File: src/rtl/backprop_train_sequencer_if.sv
// Request/row/train handshake between the training top-level, the sequencer and the
// backprop stack controller.
interface backprop_train_sequencer_if #(
  parameter int unsigned backprop_controll_size = 66
);
  logic                              req;
  logic [31:0]                       req_layers;
  logic                              row_valid;
  logic                              active_train;
  logic [backprop_controll_size-1:0] backprop_controll_bundle;
  logic                              ack;
  logic                              busy;
  logic                              done;
  logic                              err;

  modport slave (
    input  req,
    input  req_layers,
    input  row_valid,
    input  active_train,
    output backprop_controll_bundle,
    output ack,
    output busy,
    output done,
    output err
  );

  modport master (
    output req,
    output req_layers,
    output row_valid,
    output active_train,
    input  backprop_controll_bundle,
    input  ack,
    input  busy,
    input  done,
    input  err
  );
endinterface

File: src/rtl/backprop_train_sequencer.sv
// Sequences one training pass (stores, start_train, train tracking, drain) for the stack
// controller. Optional TRAIN watchdog enabled by defining TRAIN_SEQ_WATCHDOG_EN.
module backprop_train_sequencer #(
  parameter int unsigned size                   = 3,
  parameter int unsigned max_layer_size         = 4,
  parameter int unsigned backprop_controll_size = 66,
  parameter int unsigned watchdog_cycles        = 64
) (
  input logic                       clk,
  input logic                       reset,
  backprop_train_sequencer_if.slave bus
);

  if (backprop_controll_size != 66 || size == 0 || watchdog_cycles < 2) begin : gen_bad_params
    $error("backprop_train_sequencer: unsupported parameter combination");
  end

  localparam logic [31:0] SizeM1   = 32'(size - 1);
  localparam logic [31:0] MaxLayer = 32'(max_layer_size);

  typedef enum logic [2:0] {
    StIdle,
    StStore,
    StLaunch,
    StArm,
    StTrain,
    StDrain
  } state_e;

  state_e      state_q, state_d;
  logic [31:0] num_layers_q, num_layers_d;
  logic [31:0] layer_q, layer_d;
  logic [31:0] row_q, row_d;
  logic [31:0] drain_cnt_q, drain_cnt_d;
  logic        ack_q, ack_d;
  logic        done_q, done_d;
  logic        err_q, err_d;
  logic        req_ok;
  logic [65:0] bundle;

`ifdef TRAIN_SEQ_WATCHDOG_EN
  localparam logic [31:0] WdLast = 32'(watchdog_cycles - 1);
  logic [31:0] wd_cnt_q, wd_cnt_d;

  // Counts ARM/TRAIN cycles since ARM entry.
  always_comb begin
    wd_cnt_d = wd_cnt_q;
    if (state_q == StLaunch) begin
      wd_cnt_d = '0;
    end else if (state_q == StArm || state_q == StTrain) begin
      wd_cnt_d = wd_cnt_q + 32'd1;
    end
  end
`endif

  assign req_ok = (bus.req_layers != 32'd0) && (bus.req_layers <= MaxLayer);

  always_comb begin
    state_d      = state_q;
    num_layers_d = num_layers_q;
    layer_d      = layer_q;
    row_d        = row_q;
    drain_cnt_d  = drain_cnt_q;
    ack_d        = 1'b0;
    done_d       = 1'b0;
    err_d        = 1'b0;

    unique case (state_q)
      StIdle: begin
        if (bus.req) begin
          if (req_ok) begin
            state_d      = StStore;
            num_layers_d = bus.req_layers;
            layer_d      = '0;
            row_d        = '0;
            ack_d        = 1'b1;
          end else begin
            err_d = 1'b1;
          end
        end
      end
      StStore: begin
        if (bus.row_valid) begin
          if (row_q == SizeM1) begin
            row_d   = '0;
            layer_d = layer_q + 32'd1;
            if (layer_q == num_layers_q - 32'd1) begin
              state_d = StLaunch;
              layer_d = '0;
            end
          end else begin
            row_d = row_q + 32'd1;
          end
        end
      end
      StLaunch: state_d = StArm;
      StArm: begin
        // The stack controller must have registered training by now.
        if (bus.active_train) begin
          state_d = StTrain;
        end else begin
          err_d   = 1'b1;
          state_d = StIdle;
        end
      end
      StTrain: begin
        if (!bus.active_train) begin
          done_d      = 1'b1;
          state_d     = StDrain;
          drain_cnt_d = '0;
        end
`ifdef TRAIN_SEQ_WATCHDOG_EN
        else if (wd_cnt_q == WdLast) begin
          err_d       = 1'b1;
          state_d     = StDrain;
          drain_cnt_d = '0;
        end
`endif
      end
      StDrain: begin
        // Let the stack controller's last phase finish before another start_train.
        if (drain_cnt_q == SizeM1) begin
          state_d = StIdle;
        end else begin
          drain_cnt_d = drain_cnt_q + 32'd1;
        end
      end
      default: state_d = StIdle;
    endcase
  end

  always_ff @(posedge clk) begin
    if (reset) begin
      state_q      <= StIdle;
      num_layers_q <= '0;
      layer_q      <= '0;
      row_q        <= '0;
      drain_cnt_q  <= '0;
      ack_q        <= 1'b0;
      done_q       <= 1'b0;
      err_q        <= 1'b0;
`ifdef TRAIN_SEQ_WATCHDOG_EN
      wd_cnt_q     <= '0;
`endif
    end else begin
      state_q      <= state_d;
      num_layers_q <= num_layers_d;
      layer_q      <= layer_d;
      row_q        <= row_d;
      drain_cnt_q  <= drain_cnt_d;
      ack_q        <= ack_d;
      done_q       <= done_d;
      err_q        <= err_d;
`ifdef TRAIN_SEQ_WATCHDOG_EN
      wd_cnt_q     <= wd_cnt_d;
`endif
    end
  end

  // is_store follows row_valid combinationally; everything else comes from registers.
  always_comb begin
    bundle = '0;
    if (state_q == StStore) begin
      bundle = {bus.row_valid, 1'b0, layer_q, row_q};
    end else if (state_q == StLaunch) begin
      bundle = {1'b0, 1'b1, 64'd0};
    end
  end

  assign bus.backprop_controll_bundle = bundle;
  assign bus.ack  = ack_q;
  assign bus.busy = (state_q != StIdle);
  assign bus.done = done_q;
  assign bus.err  = err_q;

endmodule

File: src/flat_wrapper.sv
// flat-port wrapper written by rule: the top's interface ports become plain ports
module backprop_train_sequencer_flat 
#(
  parameter int unsigned size                   = 3,
  parameter int unsigned max_layer_size         = 4,
  parameter int unsigned backprop_controll_size = 66,
  parameter int unsigned watchdog_cycles        = 64
)
  (clk, reset, bus_req, bus_req_layers, bus_row_valid, bus_active_train, bus_backprop_controll_bundle, bus_ack, bus_busy, bus_done, bus_err);
  backprop_train_sequencer_if #(.backprop_controll_size(backprop_controll_size)) bus_i ();
  input logic clk;
  input logic reset;
  input wire logic [$bits(bus_i.req)-1:0] bus_req;
  input wire logic [$bits(bus_i.req_layers)-1:0] bus_req_layers;
  input wire logic [$bits(bus_i.row_valid)-1:0] bus_row_valid;
  input wire logic [$bits(bus_i.active_train)-1:0] bus_active_train;
  output wire logic [$bits(bus_i.backprop_controll_bundle)-1:0] bus_backprop_controll_bundle;
  output wire logic [$bits(bus_i.ack)-1:0] bus_ack;
  output wire logic [$bits(bus_i.busy)-1:0] bus_busy;
  output wire logic [$bits(bus_i.done)-1:0] bus_done;
  output wire logic [$bits(bus_i.err)-1:0] bus_err;
  assign bus_i.req = bus_req;
  assign bus_i.req_layers = bus_req_layers;
  assign bus_i.row_valid = bus_row_valid;
  assign bus_i.active_train = bus_active_train;
  assign bus_backprop_controll_bundle = bus_i.backprop_controll_bundle;
  assign bus_ack = bus_i.ack;
  assign bus_busy = bus_i.busy;
  assign bus_done = bus_i.done;
  assign bus_err = bus_i.err;
  backprop_train_sequencer #(.size(size), .max_layer_size(max_layer_size), .backprop_controll_size(backprop_controll_size), .watchdog_cycles(watchdog_cycles)) u_core (.clk(clk), .reset(reset), .bus(bus_i));
endmodule
File: config.mk
export PLATFORM = sky130hd
export DESIGN_NAME = backprop_train_sequencer_flat
export DESIGN_NICKNAME = d
export VERILOG_FILES = /design/src/rtl/backprop_train_sequencer_if.sv /design/src/rtl/backprop_train_sequencer.sv /design/src/flat_wrapper.sv
export SDC_FILE = /design/constraint.sdc
export NUM_CORES = 1
export LEC_CHECK = 0
export CORE_MARGIN = 5
export CORE_UTILIZATION = 40
export DETAILED_ROUTE_END_ITERATION = 7
export PLACE_DENSITY_LB_ADDON = 0.12
export SLEW_MARGIN = 20
export SYNTH_ARGS = -nofsm -noshare
export SYNTH_HDL_FRONTEND = slang
export SYNTH_SLANG_ARGS = --single-unit
File: constraint.sdc
create_clock -name clk -period 5.47 [get_ports clk]
set_clock_uncertainty 0.15 [all_clocks]
set_input_delay 0.8205 -clock clk [delete_from_list [all_inputs] [get_ports clk]]
set_output_delay 0.8205 -clock clk [all_outputs]
set_load 0.02 [all_outputs]
==> impl_metrics.tcl, run 1 <==
set metrics [dict create \
    run_status "finished, final reports clean" \
    power_mw 2.52 \
    grt.overflow.total 0 \
    syn_area_um2 7540 \
    clock-sinks 134 \
    reg2reg_slack_ns 1.71 \
    finalHoldViolCount 0 \
    ioPinCount 107 \
    cp_common_cell "nand2_1" \
    r2r-start "u_core.num_layers_q[0]$_SDFFE_PP0P_" \
    leakage_nw 3.62 \
    tightestPinTransition_ns 1.02 \
    vias_per_cell 5.47 \
    yosysUniqueCellTypes 64 \
    cp-end-kind "flip-flop" \
    synthCells 926 \
    reg2regPathDepth 11 \
    cts-hold-fix-buffers 0 \
    grt_pass1_vias 6593 \
    dieHeight_um 147 \
    htree_num_levels 4 \
    routed-via-count 6873 \
    slew_headroom_pct 31.4 \
    critPathLaunchType "input pin" \
    drtPass1Iterations 7 \
    critPathKind "in -> reg" \
    crit_end "u_core.row_q[15]$_SDFFE_PP0P_" \
    core_um2 18600 \
    first_iter_violations 335 \
    crit_arrival_ns 4.07 \
    maxCapViolCount 0 \
    wl_um 20700 \
    grtUsageTotal_pct 19.3 \
    fmax_mhz 259 \
    drc 0 \
    n_antenna_cell 0 \
    numCtsBuffers 17 \
    ys_ff_latch 134 \
    fillerInstances 1807 \
    path_buf_inv 1 \
    final-setup-viol-count 0 \
    grt_max_degree 73 \
    ys_warn_count 0 \
    avgSynthCellArea_um2 8.14 \
    hpwl_um 14700 \
    portBuffers 106 \
    ys.flop_type "dfxtp_1" \
    synthToLayoutAreaGrowth_pct 24.7 \
    dieArea_um2 21700 \
    drive_above_1_share_pct 5.97 \
    die_w_um 147 \
    cts_root_buf "clkbuf_16" \
    min_path_type "reg -> reg" \
    cp-startpoint "bus_req_layers[20]" \
    grt_pass1_wl_um 34200 \
    critPathRequiredTime_ns 5.68 \
    synth_fp_nets 969 \
    drtAntennaViolNets 0 \
    vdd_drop_max_mv 0.257 \
    synth-seq-area-share_pct 35.6 \
    start_util_pct 40.4 \
    wire_per_inst_um 16.5 \
    finalCritPeriodShare_pct 70.6 \
    tns_ns 0 \
    cp_slowest_cell "a211oi_1" \
    post-cts-setup-buffers 0 \
    worstPathCellList "clkdlybuf4s50_1 -> nor4_1 -> nand2_1 -> nor4_2 -> nand3_1 -> a211oi_1 -> nand2_1 -> or4_1 -> a21oi_1" \
    antenna_found_initial 0 \
    cts_resized 0 \
    crit_fanout 11 \
    path_clk_slew_ns 0.06 \
    pwr_density_cell_nw_per_um2 268 \
    cts_tree "yes" \
    gp_congestion 0.877 \
    r2r_end "u_core.layer_q[25]$_SDFFE_PP0P_" \
    min_period_ns 3.86 \
    synthArstFlopShare_pct 0 \
    drv_slew 0 \
    cpPeakStageDelay_ns 0.73 \
    clk_path_buf_depth 2 \
    fp-row-count 50 \
    critPathTopFamily "simple AND/OR/NAND/NOR gates" \
    nets 1052 \
    rsz0062_at_grt "no" \
    path_depth 9 \
    synth_edf_count 0 \
    clk_latency_ns 0.43 \
]
-- flip-flops by register name (all words and copies together), names as in the netlist --
| register | count |
|---|---|
| u_core.bus.ack | 1 |
| u_core.bus.done | 1 |
| u_core.bus.err | 1 |
| u_core.drain_cnt_q | 32 |
| u_core.layer_q | 32 |
| u_core.num_layers_q | 32 |
| u_core.row_q | 32 |
| u_core.state_q | 3 |
-- logic make-up (layout without fill, tap and decap cells) --
family                   after synthesis  count (layout)  share of synthesized area, %
AND/OR/NAND/NOR                      507             507                          36.6
flip-flops                           134             134                          35.6
XOR/XNOR                             120             120                          14.1
AO/OA/AOI/OAI                         86              86                          8.30
buffers and inverters                 67             163                          3.62
adder cells (fa/ha/maj)                6               6                         0.996
multiplexers                           6               6                         0.813
-- where the power goes --
part	leakage, nW	switching (mW)	internal (mW)	total (mW)
Sequential	1.08	0.00480	0.984	0.988
Clock	0.306	0.445	0.786	1.23
Combinational	2.24	0.214	0.0826	0.297
-- how the worst min path moves through the flow --
stage                                          from                              endpoint  slack, ns  cells past startpoint
5_1_grt        u_core.num_layers_q[31]$_SDFFE_PP0P_  u_core.num_layers_q[31]$_SDFFE_PP0P_       0.36                      1
3_5_place_dp   u_core.num_layers_q[31]$_SDFFE_PP0P_  u_core.num_layers_q[31]$_SDFFE_PP0P_       0.32                      1
4_1_cts        u_core.num_layers_q[31]$_SDFFE_PP0P_  u_core.num_layers_q[31]$_SDFFE_PP0P_       0.33                      1
2_1_floorplan  u_core.num_layers_q[31]$_SDFFE_PP0P_  u_core.num_layers_q[31]$_SDFFE_PP0P_       0.30                      1
6_report       u_core.num_layers_q[31]$_SDFFE_PP0P_  u_core.num_layers_q[31]$_SDFFE_PP0P_       0.33                      1
3_3_place_gp   u_core.num_layers_q[31]$_SDFFE_PP0P_  u_core.num_layers_q[31]$_SDFFE_PP0P_       0.31                      1
-- layout by cell type, fill, tap and decap left out, types with 6 or more instances in the layout --
| master | n |
|---|---|
| a211oi_1 | 7 |
| a21o_1 | 6 |
| a21oi_1 | 18 |
| and2_1 | 33 |
| and3_1 | 84 |
| and4_1 | 20 |
| buf_4 | 8 |
| clkbuf_16 | 17 |
| clkdlybuf4s50_1 | 106 |
| dfxtp_1 | 133 |
| ha_1 | 6 |
| inv_1 | 17 |
| nand2_1 | 58 |
| nand2b_1 | 6 |
| nand3_1 | 33 |
| nand4_1 | 38 |
| nor2_1 | 133 |
| nor3_1 | 23 |
| nor4_1 | 33 |
| o21ai_0 | 16 |
| or3_1 | 12 |
| xnor2_1 | 51 |
| xor2_1 | 68 |
-- per-stage QoR --
stage	std cells	area, um^2	hold WS, ns	utilization, %	setup WS, ns
after global routing	1256	9400	0.363	50.4	1.27
after detailed placement	1224	8760	0.316	47.0	1.11
after CTS	1256	9400	0.333	50.4	1.54
final	1256	9400	0.330	50.4	1.61
after global placement	1224	8760	0.313	47.0	1.19
after floorplan	926	7540	0.300	-	2.33
-- Yosys cell counts (all sizes together) (6+ instances only) --
| library cell | count | area (um^2) |
|---|---|---|
| dfxtp | 134 | 2680 |
| o21ai | 17 | 88.8 |
| buf | 11 | 62.6 |
| nor4 | 38 | 278 |
| nand2b | 6 | 37.5 |
| a211oi | 7 | 52.6 |
| clkbuf | 39 | 146 |
| nand3 | 33 | 165 |
| or3 | 12 | 75.1 |
| inv | 17 | 63.8 |
| ha | 6 | 75.1 |
| and4 | 20 | 175 |
| nor3 | 25 | 135 |
| a21oi | 18 | 90.1 |
| a21o | 6 | 45.0 |
| nor2 | 134 | 503 |
| nand2 | 58 | 218 |
| nand4 | 38 | 238 |
| and3 | 84 | 526 |
| xor2 | 68 | 596 |
| and2 | 33 | 206 |
| xnor2 | 51 | 447 |
-- per-layer routing --
metal | vias up | GRT usage [%] | share of wire, %
met2 | 142 | 30.3 | 44
met1 | 3243 | 26.0 | 49
li1 | 3463 | - | -
met3 | 25 | 4.81 | 5.0
met4 | 0 | 6.48 | 1.7
met5 | - | 0 | 0
-- layout make-up --
type	instances	area, um^2	share of cell area [%]
Clock inverter	12	176	1.88
Clock buffer	20	457	4.86
Sequential cell	134	2680	28.6
Multi-Input combinational cell	725	4600	49.0
Tap cell	234	293	3.12
Inverter	17	63.8	0.679
Timing Repair Buffer	114	1120	11.9
Power figures use the tool's default switching activity.
==> run 2: changes to the inputs <==
Clock period 5.47 ns to 3.33 ns, I/O delays scaled along.
==> run 2 against run 1 <==
First-iteration DRC count grew 2.1%. Non-clock buffer count up 37. Combinational power increased by 87%. Worst setup slack worse by 1.5 ns. Sequential power grew 68%. Sequential share of layout area is 1.1 points lower. Flip-flop and latch count unchanged. Clock power is 67% higher. Critical endpoint is now u_core.layer_q[16]$_SDFFE_PP0P_. Largest power group unchanged.
==> impl_metrics.tcl, run 2 (synthesized netlist as in run 1, its figures left out) <==
set metrics [dict create \
    final_cell_mix "nor2_1 (133), dfxtp_1 (133), clkdlybuf4s50_1 (106)" \
    crit_arrival_ns 3.38 \
    core_um2 18600 \
    run_status "finished, final reports clean" \
    finalCritPeriodShare_pct 95.4 \
    hpwl_um 15300 \
    critPathRequiredTime_ns 3.53 \
    routed-via-count 6945 \
    htree_num_levels 4 \
    drive_above_1_share_pct 9.73 \
    first_iter_violations 342 \
    tns_ns 0 \
    grt_pass1_vias 6696 \
    clock-sinks 134 \
    hold_path_end "u_core.num_layers_q[31]$_SDFFE_PP0P_" \
    grt.overflow.total 0 \
    min_path_type "reg -> reg" \
    vias_per_cell 5.37 \
    critPathLaunchType "flip-flop" \
    cp_common_cell "a31oi_1" \
    clk_latency_ns 0.42 \
    r2r_end "u_core.layer_q[16]$_SDFFE_PP0P_" \
    reg2regPathDepth 10 \
    wl_um 21500 \
    antenna_found_initial 0 \
    reg2reg_slack_ns 0.15 \
    cts_root_buf "clkbuf_16" \
    grt_max_degree 31 \
    fp-row-count 50 \
    tightestPinTransition_ns 0.556 \
    slew_headroom_pct 62.9 \
    min_period_ns 3.18 \
    hp-start "u_core.num_layers_q[31]$_SDFFE_PP0P_" \
    final-setup-viol-count 0 \
    cts_tree "yes" \
    drv_slew 0 \
    critPathTopFamily "simple AND/OR/NAND/NOR gates" \
    leakage_nw 3.84 \
    dieHeight_um 147 \
    die_w_um 147 \
    numCtsBuffers 17 \
    drtAntennaViolNets 0 \
    whs_path_depth 1 \
    gp_congestion 0.846 \
    synthToLayoutAreaGrowth_pct 29.5 \
    fmax_mhz 315 \
    worstPathCellList "nor4_4 -> and4_1 -> buf_4 -> a31oi_1 -> a211o_1 -> a31oi_1 -> nor4_2 -> o31a_1 -> buf_12 -> nor2_1" \
    pwr_density_cell_nw_per_um2 437 \
    drc 0 \
    finalHoldViolCount 0 \
    wire_per_inst_um 16.6 \
    nets 1089 \
    cpPeakStageDelay_ns 0.53 \
    fillerInstances 1782 \
    critPathKind "reg -> reg" \
    crit_fanout 30 \
    n_antenna_cell 0 \
    path_buf_inv 2 \
    grt_pass1_wl_um 35000 \
    start_util_pct 40.4 \
    path_clk_slew_ns 0.06 \
    grtUsageTotal_pct 19.7 \
    dieArea_um2 21700 \
    vdd_drop_max_mv 0.297 \
    cp-end-kind "flip-flop" \
    maxCapViolCount 0 \
    cp_slowest_cell "nor4_4" \
    drtPass1Iterations 5 \
    clk_path_buf_depth 2 \
    rsz0062_at_grt "yes" \
    r2r-start "u_core.num_layers_q[8]$_SDFFE_PP0P_" \
    finalCoreUtilization_pct 52.4 \
    ioPinCount 107 \
    portBuffers 106 \
]
-- run 2: cell count changes in the layout (fill, tap and decap cells not counted), sizes merged --
cell,previous run,this run
buf,8,45
clkinvlp,2,1
inv,17,18
-- run 2: through the flow --
step	power (mW)	hold WS, ns	instance area, um^2	cells	setup slack (ns)
after detailed placement	2.24	0.321	9100	1261	-0.0451
after floorplan	1.97	0.300	7540	926	0.507
after CTS	4.29	0.334	9750	1293	0.0159
final	4.26	0.329	9760	1293	0.153
after global routing	4.42	0.354	9760	1293	-0.0448
after global placement	2.24	0.312	9100	1261	-0.0270
-- run 2: cell type report --
cell class              instances  area [um^2]  area share [%]
multi-input cells             725         4620            47.3
flip-flops and latches        134         2680            27.5
repair buffers                151         1460            15.0
clock buffers                  20          467            4.78
well taps                     234          293            3.00
clock inverters                12          174            1.78
inverters                      17         63.8           0.654
-- run 2: metal layers --
metal  track usage, %  routed length [um]  vias to the layer above
li1                 -                   -                     3531
met1             26.3               10400                     3230
met2             31.5                9640                      168
met3             5.89                1290                       16
met4             4.43                 210                        0
met5                0                   0                        -
-- run 2: worst max-delay path by stage --
stage                                              startpoint                               to  slack, ns  cells past startpoint
final                     u_core.num_layers_q[8]$_SDFFE_PP0P_  u_core.layer_q[16]$_SDFFE_PP0P_       0.15                     10
after global routing      u_core.num_layers_q[8]$_SDFFE_PP0P_  u_core.layer_q[16]$_SDFFE_PP0P_      -0.04                     10
after CTS                      u_core.state_q[0]$_SDFFE_PP0P_  bus_backprop_controll_bundle[0]       0.02                      4
after detailed placement                   bus_req_layers[20]    u_core.row_q[15]$_SDFFE_PP0P_      -0.05                     11
after global placement                     bus_req_layers[20]    u_core.row_q[15]$_SDFFE_PP0P_      -0.03                     11
after floorplan                            bus_req_layers[20]  u_core.layer_q[15]$_SDFFE_PP0P_       0.51                     10
-- run 2: repair_timing --
item	CTS	global route
endpoints found under the hold margin	0	0
hold buffers	0	0
setup buffers	0	0
gates resized for setup	0	4
setup endpoints to repair	0	39
-- run 2: power by group --
group,internal [mW],leakage [nW],switching [mW]
Sequential,1.62,1.08,0.0398
Combinational,0.209,2.44,0.346
Clock,1.31,0.316,0.739
Total,3.14,3.84,1.13
